==> src/rtl/fetch_pkg.sv <==
// Shared types and constants for the instruction-fetch stage.
package fetch_pkg;

    localparam int XLEN_DEF    = 32;
    localparam int INSTR_BYTES = 4;

    typedef struct packed {
        logic [XLEN_DEF-1:0] instr;
        logic [XLEN_DEF-1:0] pc;
    } fetch_entry_t;

    function automatic logic [XLEN_DEF-1:0] pc_align(input logic [XLEN_DEF-1:0] pc);
        return {pc[XLEN_DEF-1:2], 2'b00};
    endfunction

endpackage

==> src/rtl/fetch_queue.sv <==
// Generic synchronous FIFO with flush; head is a registered entry (no bypass).
module fetch_queue
    import fetch_pkg::*;
#(
    parameter int  DEPTH   = 4,
    parameter type entry_t = fetch_entry_t
) (
    input  logic                         clk,
    input  logic                         reset,
    input  logic                         push,
    input  entry_t                       push_data,
    input  logic                         pop,
    input  logic                         flush,
    output entry_t                       head,
    output logic                         full,
    output logic                         empty,
    output logic [$clog2(DEPTH+1)-1:0]   count
);

    localparam int AW = $clog2(DEPTH);
    localparam int CW = $clog2(DEPTH+1);

    entry_t          mem [DEPTH];
    logic [AW-1:0]   wr_ptr;
    logic [AW-1:0]   rd_ptr;
    logic            do_push;
    logic            do_pop;

    assign empty   = (count == '0);
    assign full    = (count == CW'(DEPTH));
    assign do_pop  = pop && !empty;
    // A push into a full queue is only taken when the head leaves the same cycle.
    assign do_push = push && (!full || do_pop);
    assign head    = mem[rd_ptr];

    always_ff @(posedge clk) begin
        if (do_push && !flush) begin
            mem[wr_ptr] <= push_data;
        end
    end

    always_ff @(posedge clk) begin
        if (reset || flush) begin
            wr_ptr <= '0;
            rd_ptr <= '0;
            count  <= '0;
        end else begin
            if (do_push) begin
                wr_ptr <= wr_ptr + AW'(1);
            end
            if (do_pop) begin
                rd_ptr <= rd_ptr + AW'(1);
            end
            count <= count + CW'(do_push) - CW'(do_pop);
        end
    end

endmodule

==> src/rtl/fetch_unit.sv <==
// Pipelined instruction fetch with credit-based request issue and redirect flush.
// Optional performance counters are built when FETCH_PERF_CNT_EN is defined.
module fetch_unit
    import fetch_pkg::*;
#(
    parameter int               XLEN     = XLEN_DEF,
    parameter int               DEPTH    = 4,
    parameter logic [XLEN-1:0]  RESET_PC = '0
) (
    input  logic             clk,
    input  logic             reset,
    output logic             imem_req_valid,
    input  logic             imem_req_ready,
    output logic [XLEN-1:0]  imem_req_addr,
    input  logic             imem_rsp_valid,
    input  logic [XLEN-1:0]  imem_rsp_data,
    input  logic             redirect_valid,
    input  logic [XLEN-1:0]  redirect_pc,
    output logic             instr_valid,
    input  logic             instr_ready,
    output logic [XLEN-1:0]  instr,
    output logic [XLEN-1:0]  instr_pc
`ifdef FETCH_PERF_CNT_EN
    ,
    output logic [31:0]      perf_stall_cnt,
    output logic [31:0]      perf_flush_cnt,
    output logic [31:0]      perf_drop_cnt
`endif
);

    localparam int CW = $clog2(DEPTH+1);

    typedef struct packed {
        logic [XLEN-1:0] instr;
        logic [XLEN-1:0] pc;
    } entry_t;

    logic [XLEN-1:0] pc_fetch;
    logic [XLEN-1:0] rsp_pc;
    logic [XLEN-1:0] redirect_target;
    logic [CW-1:0]   outstanding;
    logic [CW-1:0]   discard;
    logic [CW-1:0]   q_count;
    logic [CW:0]     credit_used;
    logic            q_full;
    logic            q_empty;
    logic            issue;
    logic            push;
    logic            pop;
    logic            drop;
    entry_t          q_head;
    entry_t          q_in;

    // Handshakes: a transfer happens on any cycle where valid && ready are both
    // high; valid never depends on ready. Responses have no ready and are always taken.
    assign credit_used     = {1'b0, q_count} + {1'b0, outstanding};
    assign imem_req_valid  = !reset && !redirect_valid && (credit_used < (CW+1)'(DEPTH));
    assign imem_req_addr   = pc_fetch;
    assign issue           = imem_req_valid && imem_req_ready;
    assign redirect_target = redirect_pc & ~XLEN'(INSTR_BYTES - 1);

    // Responses to requests issued before a redirect are counted off by discard.
    assign push = imem_rsp_valid && !redirect_valid && (discard == '0);
    assign drop = imem_rsp_valid && !redirect_valid && (discard != '0);
    assign pop  = instr_valid && instr_ready && !redirect_valid;

    assign q_in        = '{instr: imem_rsp_data, pc: rsp_pc};
    assign instr_valid = !q_empty;
    assign instr       = q_empty ? '0 : q_head.instr;
    assign instr_pc    = q_empty ? '0 : q_head.pc;

    fetch_queue #(
        .DEPTH   (DEPTH),
        .entry_t (entry_t)
    ) u_queue (
        .clk       (clk),
        .reset     (reset),
        .push      (push),
        .push_data (q_in),
        .pop       (pop),
        .flush     (redirect_valid),
        .head      (q_head),
        .full      (q_full),
        .empty     (q_empty),
        .count     (q_count)
    );

    always_ff @(posedge clk) begin
        if (reset) begin
            pc_fetch    <= RESET_PC;
            rsp_pc      <= RESET_PC;
            outstanding <= '0;
            discard     <= '0;
        end else begin
            outstanding <= outstanding + CW'(issue) - CW'(imem_rsp_valid);
            if (redirect_valid) begin
                pc_fetch <= redirect_target;
                rsp_pc   <= redirect_target;
                discard  <= outstanding - CW'(imem_rsp_valid);
            end else begin
                if (issue) begin
                    pc_fetch <= pc_fetch + XLEN'(INSTR_BYTES);
                end
                if (push) begin
                    rsp_pc <= rsp_pc + XLEN'(INSTR_BYTES);
                end
                if (drop) begin
                    discard <= discard - CW'(1);
                end
            end
        end
    end

    always @(posedge clk) begin
        if (!reset) begin
            assert (!(imem_rsp_valid && outstanding == '0));
            assert (!(push && q_full && !pop));
            assert (outstanding <= CW'(DEPTH) && discard <= CW'(DEPTH));
        end
    end

`ifdef FETCH_PERF_CNT_EN
    always_ff @(posedge clk) begin
        if (reset) begin
            perf_stall_cnt <= '0;
            perf_flush_cnt <= '0;
            perf_drop_cnt  <= '0;
        end else begin
            if (instr_ready && !instr_valid && perf_stall_cnt != '1) begin
                perf_stall_cnt <= perf_stall_cnt + 32'd1;
            end
            if (redirect_valid && perf_flush_cnt != '1) begin
                perf_flush_cnt <= perf_flush_cnt + 32'd1;
            end
            if (imem_rsp_valid && (redirect_valid || discard != '0) && perf_drop_cnt != '1) begin
                perf_drop_cnt <= perf_drop_cnt + 32'd1;
            end
        end
    end
`endif

endmodule
==> config.mk <==
export PLATFORM = sky130hd
export DESIGN_NAME = fetch_unit
export DESIGN_NICKNAME = d
export VERILOG_FILES = /design/src/rtl/fetch_pkg.sv /design/src/rtl/fetch_queue.sv /design/src/rtl/fetch_unit.sv
export SDC_FILE = /design/constraint.sdc
export NUM_CORES = 1
export LEC_CHECK = 0
export ABC_AREA = 1
export CAP_MARGIN = 20
export CORE_ASPECT_RATIO = 1.5
export CORE_MARGIN = 8
export CORE_UTILIZATION = 55
export CTS_CLUSTER_DIAMETER = 30
export CTS_CLUSTER_SIZE = 10
export DETAILED_ROUTE_END_ITERATION = 8
export DONT_BUFFER_PORTS = 1
export PLACE_DENSITY = 0.8
export SLEW_MARGIN = 10
export SYNTH_ARGS = -nofsm -noshare
export SYNTH_HDL_FRONTEND = slang
export SYNTH_HIERARCHICAL = 1
export SYNTH_SLANG_ARGS = --single-unit
==> constraint.sdc <==
create_clock -name clk -period 4.6 [get_ports clk]
set_clock_uncertainty 0.05 [all_clocks]
set_input_delay 0.46 -clock clk [delete_from_list [all_inputs] [get_ports clk]]
set_output_delay 0.46 -clock clk [all_outputs]
set_load 0.03 [all_outputs]
; Word level (Yosys, flattened, before mapping)
; Memory sizes are Yosys's and may differ from the RTL's. A register that Yosys moved wholly into a read port is not among the register bits.
; Index checks and enable logic that the tools add are counted.
; Widths: inputs -> output; s select.
[totals]
reg_bits = 77
latch_bits = 0
ram_bits = 256
romBits = 0
out_inout_bits = 98
elab_cells = 59
mem_count = 1
[mem_list]
columns = name, depth, width, rd, rd_clocked_by_memory_dff, wr, line_no
row1 = u_queue.mem, 4, 64, 1, 1, 1, fetch_queue.sv:23  ; entry_t mem [DEPTH];
[classes]
addsub = 11
n_mul = 0
div = 0
n_lt_le_gt_ge = 1
eq_ne = 1
n_shift = 0
muxes = 12
bitwise = 0
reduce_logical = 24
[op_table]
columns = cell, n
row1 = $mux 32, 6
row2 = $add 32x3->32 const B, 2
row3 = $logic_and 1x1->1, 11
row4 = $sub 3x1->3, 3
row5 = $add 3x1->3, 2
row6 = $logic_not 3->1, 2
row7 = $mux 3, 2
row8 = $reduce_bool 2->1, 3
row9 = $add 2x1->2 const B, 2
row10 = $add 3x3->4, 1
row11 = $logic_not 1->1, 4
row12 = $lt 4x3->1 const B, 1
row13 = $mux 2, 2
row14 = $eq 3x3->1 const B, 1
row15 = $reduce_bool 3->1, 1
row16 = $sub 3x1->3 const B, 1
row17 = $logic_or 1x1->1, 2
row18 = $mux 1, 2
row19 = $reduce_or 2->1, 1

; Longest topological paths before layout
[logic_depth]
word_depth = 10
mapped_depth = 17

; Hierarchy
; The synthesis kept the hierarchy.
[modules_own_cells]
columns = mod, instances, cells_per_inst, area_each_um2, seq_area_each_um2
row1 = fetch_queue, 1, 692, 10002.1, 7867.5
row2 = fetch_unit, 1, 865, 5245.0, 1321.3

; Worst setup path after synthesis
; Ideal clock, no wire load.
[synth_path]
kind = register to register
from = register u_queue.count[1]
to = memory u_queue/mem[0][0] (netlist name) (enable)
arrival_ns = 4.312
t_required_ns = 4.064
setup_slack_ns = -0.248
path_stages_with_launch = 14
path_buffers = 1
synth_period_minus_slack_ns = 4.848
cell_sequence = dfxtp_1 > nor2_1 > nand2_1 > inv_1 > clkbuf_1 > inv_1 > nand2_1 > nor2_1 > inv_1 > nand3_1 > nand2_1 > inv_1 > nand2_1 > nor2_1
[synth_via]
elab_chain_len = 10
[synth_rtl]
columns = element, line_no
row1 = "start, declared", fetch_queue.sv:17  ; output logic [$clog2(DEPTH+1)-1:0] count
row2 = "start signal, assigned", fetch_queue.sv:54  ; count <= count + CW'(do_push) - CW'(do_pop);
row3 = $logic_not 3->1, fetch_queue.sv:29  ; assign empty = (count == '0);
row4 = via q_empty, fetch_unit.sv:46  ; logic q_empty;
row5 = $logic_not 1->1, fetch_unit.sv:68  ; assign instr_valid = !q_empty;
row6 = via instr_valid, fetch_unit.sv:19  ; output logic instr_valid,
row7 = $logic_and 1x1->1 (2 in a row), fetch_unit.sv:65  ; assign pop = instr_valid && instr_ready && !redirect_valid;
row8 = via pop, fetch_unit.sv:49  ; logic pop;
row9 = $logic_and 1x1->1, fetch_queue.sv:31  ; assign do_pop = pop && !empty;
row10 = $logic_or 1x1->1, fetch_queue.sv:33  ; assign do_push = push && (!full || do_pop);
row11 = $logic_and 1x1->1, fetch_queue.sv:33
row12 = $logic_and 1x1->1, fetch_queue.sv:37  ; if (do_push && !flush) begin
row13 = $mux 1, fetch_queue.sv:37
row14 = $mux 1 (not written as such), fetch_queue.sv:38  ; mem[wr_ptr] <= push_data;
row15 = "end, declared", fetch_queue.sv:23
; The timed path passes the listed nets, and every way through them passes these cells.

==> impl_metrics.json <==
{
  "result_of_the_run": "finished, final reports clean",
  "maxSlewViolCount": 0,
  "final_core_util_pct": 62.9,
  "critPathMaxFanout": 70,
  "hold_buffers": 33,
  "dieHeight_um": 220,
  "tritoncts_clock_tree": "built",
  "cts-buffers-inserted": 45,
  "clk_pin_slew_ns": 0.05,
  "hold_class": "in2reg",
  "global_routing_usage_summed_across_all_routing_layers_pct": 21.3,
  "clockBufferDepth": 3,
  "drt-vias-per-instance": 5.68,
  "mappedNetlistArea_mm2": 0.0152,
  "register_area_mm2": 0.00919,
  "finalWorstPathRequiredPeriod_ns": 3.65,
  "core_area_mm2": 0.0272,
  "worstMarginPinSlew_ns": 0.926,
  "setup_viol": 0,
  "grt-ovfl-total": 0,
  "critical_path_buf_inv_count": 2,
  "layout.cells.most_common_list": "nor2_1 (260), edfxtp_1 (256), nand2_1 (207), inv_1 (168), o21ai_0 (105)",
  "rsz0062_at_grt": "no",
  "post-route-period-util_pct": 79.4,
  "maxClockFrequency_mhz": 274,
  "gpl.final_weighted_congestion": 0.882,
  "timing.final.hold_violations": 0,
  "dieWidth_um": 152,
  "start_util_pct": 56.0,
  "crit_arrival_ns": 3.14,
  "grt_pass1_wl_um": 57500,
  "startpoint_type": "flop",
  "grt_antenna_before_repair": 1,
  "mapped_avg_cell_area_um2": 9.80,
  "layout-drive-gt1-share_pct": 9.37,
  "static-leakage-power_nw": 6.41,
  "slew_headroom_pct": 38.1,
  "drt_pass1_iterations": 8,
  "yosysWarningCount": 6,
  "post_cts_resized": 0,
  "cts-htree-levels": 2,
  "numPortBuffers": 0,
  "power_density_mw_per_mm2": 404,
  "nets": 1676,
  "cts.root.buffer_cell": "clkbuf_16",
  "critPathTopFamily": "flip-flops",
  "maximum_number_of_pins_on_one_net_before_global_route_repair": 71,
  "std_cell_rows": 74,
  "criticalPathCategory": "reg2out",
  "multiInputGateArea_mm2": 0.00500,
  "pin_count": 168,
  "detail_route.iter0.violations": 891,
  "layout_commonest_cell": "nor2_1",
  "number_of_sinks_driven_by_the_clock_tree": 331,
  "areaGrowthSynthToFinish_pct": 12.3,
  "worst_skew_pair.late_latency_ns": 0.55,
  "avgRoutedWirePerCell_um": 18.6,
  "cell_type_of_the_slowest_stage_on_the_worst_timing_path": "dfxtp_4",
  "finalWirelength_um": 36300,
  "ir_worst_vdd_v": 0.000321,
  "die-area_mm2": 0.0334,
  "drt.antenna.violating_nets": 0,
  "cts.repair_timing.setup_buffer_count": 0,
  "cells_after_dpl": 1851,
  "crit_required_ns": 4.09,
  "crit_path_max_incr_delay_ns": 0.73,
  "drc": 0,
  "instances_no_fill": 1955,
  "via_count_of_the_first_global_routing_pass": 11100,
  "fillers": 2142,
  "final.setup.tns_ns": 0,
  "via_count": 11100,
  "detailed_place_hpwl_um": 23000,
  "path_cells": "buf_4 > o21ai_0 > o22ai_1 > inv_1 > nor2_1",
  "maxCapViolCount": 0,
  "critical_path.endpoint_type": "output pin",
  "synthesis.instances": 1556
}
## layout make-up
class / count / area share [%]
multi-input combinational: 983 / 29.2
antenna: 1 / 0.0146
sequential: 331 / 53.7
clock buffer: 55 / 7.17
tap: 342 / 2.50
timing repair buffer: 48 / 2.79
inverter: 180 / 4.00
clock inverter: 15 / 0.585
## metrics by stage
stage	cell area [um^2]	setup WS, ns	total power, mW	hold WS, ns
6_report	17100	0.947	6.91	0.0287
5_1_grt	17100	0.826	7.13	0.0370
4_1_cts	17100	0.935	6.95	0.00826
3_5_place_dp	15400	1.52	3.84	0.427
3_3_place_gp	15400	1.55	3.83	0.417
2_1_floorplan	15300	-0.248	3.76	0.411
## path summary, 6_finish.rpt
path,startpoint,slack [ns],endpoint,cells past startpoint
worst min register to register,discard[2],0.44,discard[2],2
worst min-delay path,redirect_pc[25],0.03,rsp_pc[25],2
worst max-delay path,flop,0.95,instr_pc[6],5
worst max register to register,u_queue/count[1],1.54,u_queue/mem[0][39],13
## power breakdown
part	switching (mW)	total [mW]	internal [mW]	leakage (nW)
Sequential	0.123	3.43	3.30	2.94
Combinational	0.272	0.402	0.129	2.82
Clock	1.20	3.08	1.88	0.656
Total	1.59	6.91	5.31	6.41
## metal layers
| layer | vias up | GRT usage, % | wire, um |
|---|---|---|---|
| met2 | 462 | 38.4 | 18800 |
| met5 | - | 0 | 0 |
| li1 | 5327 | - | - |
| met3 | 98 | 4.45 | 2620 |
| met4 | 0 | 10.9 | 1460 |
| met1 | 5226 | 23.4 | 13400 |
## sequential cells by signal, summed over array words and instances, names as in the netlist, named ones only
name / cells
imem_req_addr: 30
u_queue/rd_ptr: 2
u_queue/wr_ptr: 2
u_queue/mem: 256
outstanding: 3
rsp_pc: 30
u_queue/count: 3
discard: 3
## worst reg2reg max path, stage by stage, from the launching register on
cell and delay (ns):
dfxtp_1 0.38, nor2_1 0.08, nand2_1 0.13, inv_2 0.05, inv_1 0.23, nand2_1 0.09
nor2_1 0.22, inv_1 0.07, nand3_1 0.17, nand2_1 0.08, inv_1 0.08, nand2_1 0.22
nor2_4 0.44, buf_4 0.44
(Power assumes the default switching activity.)
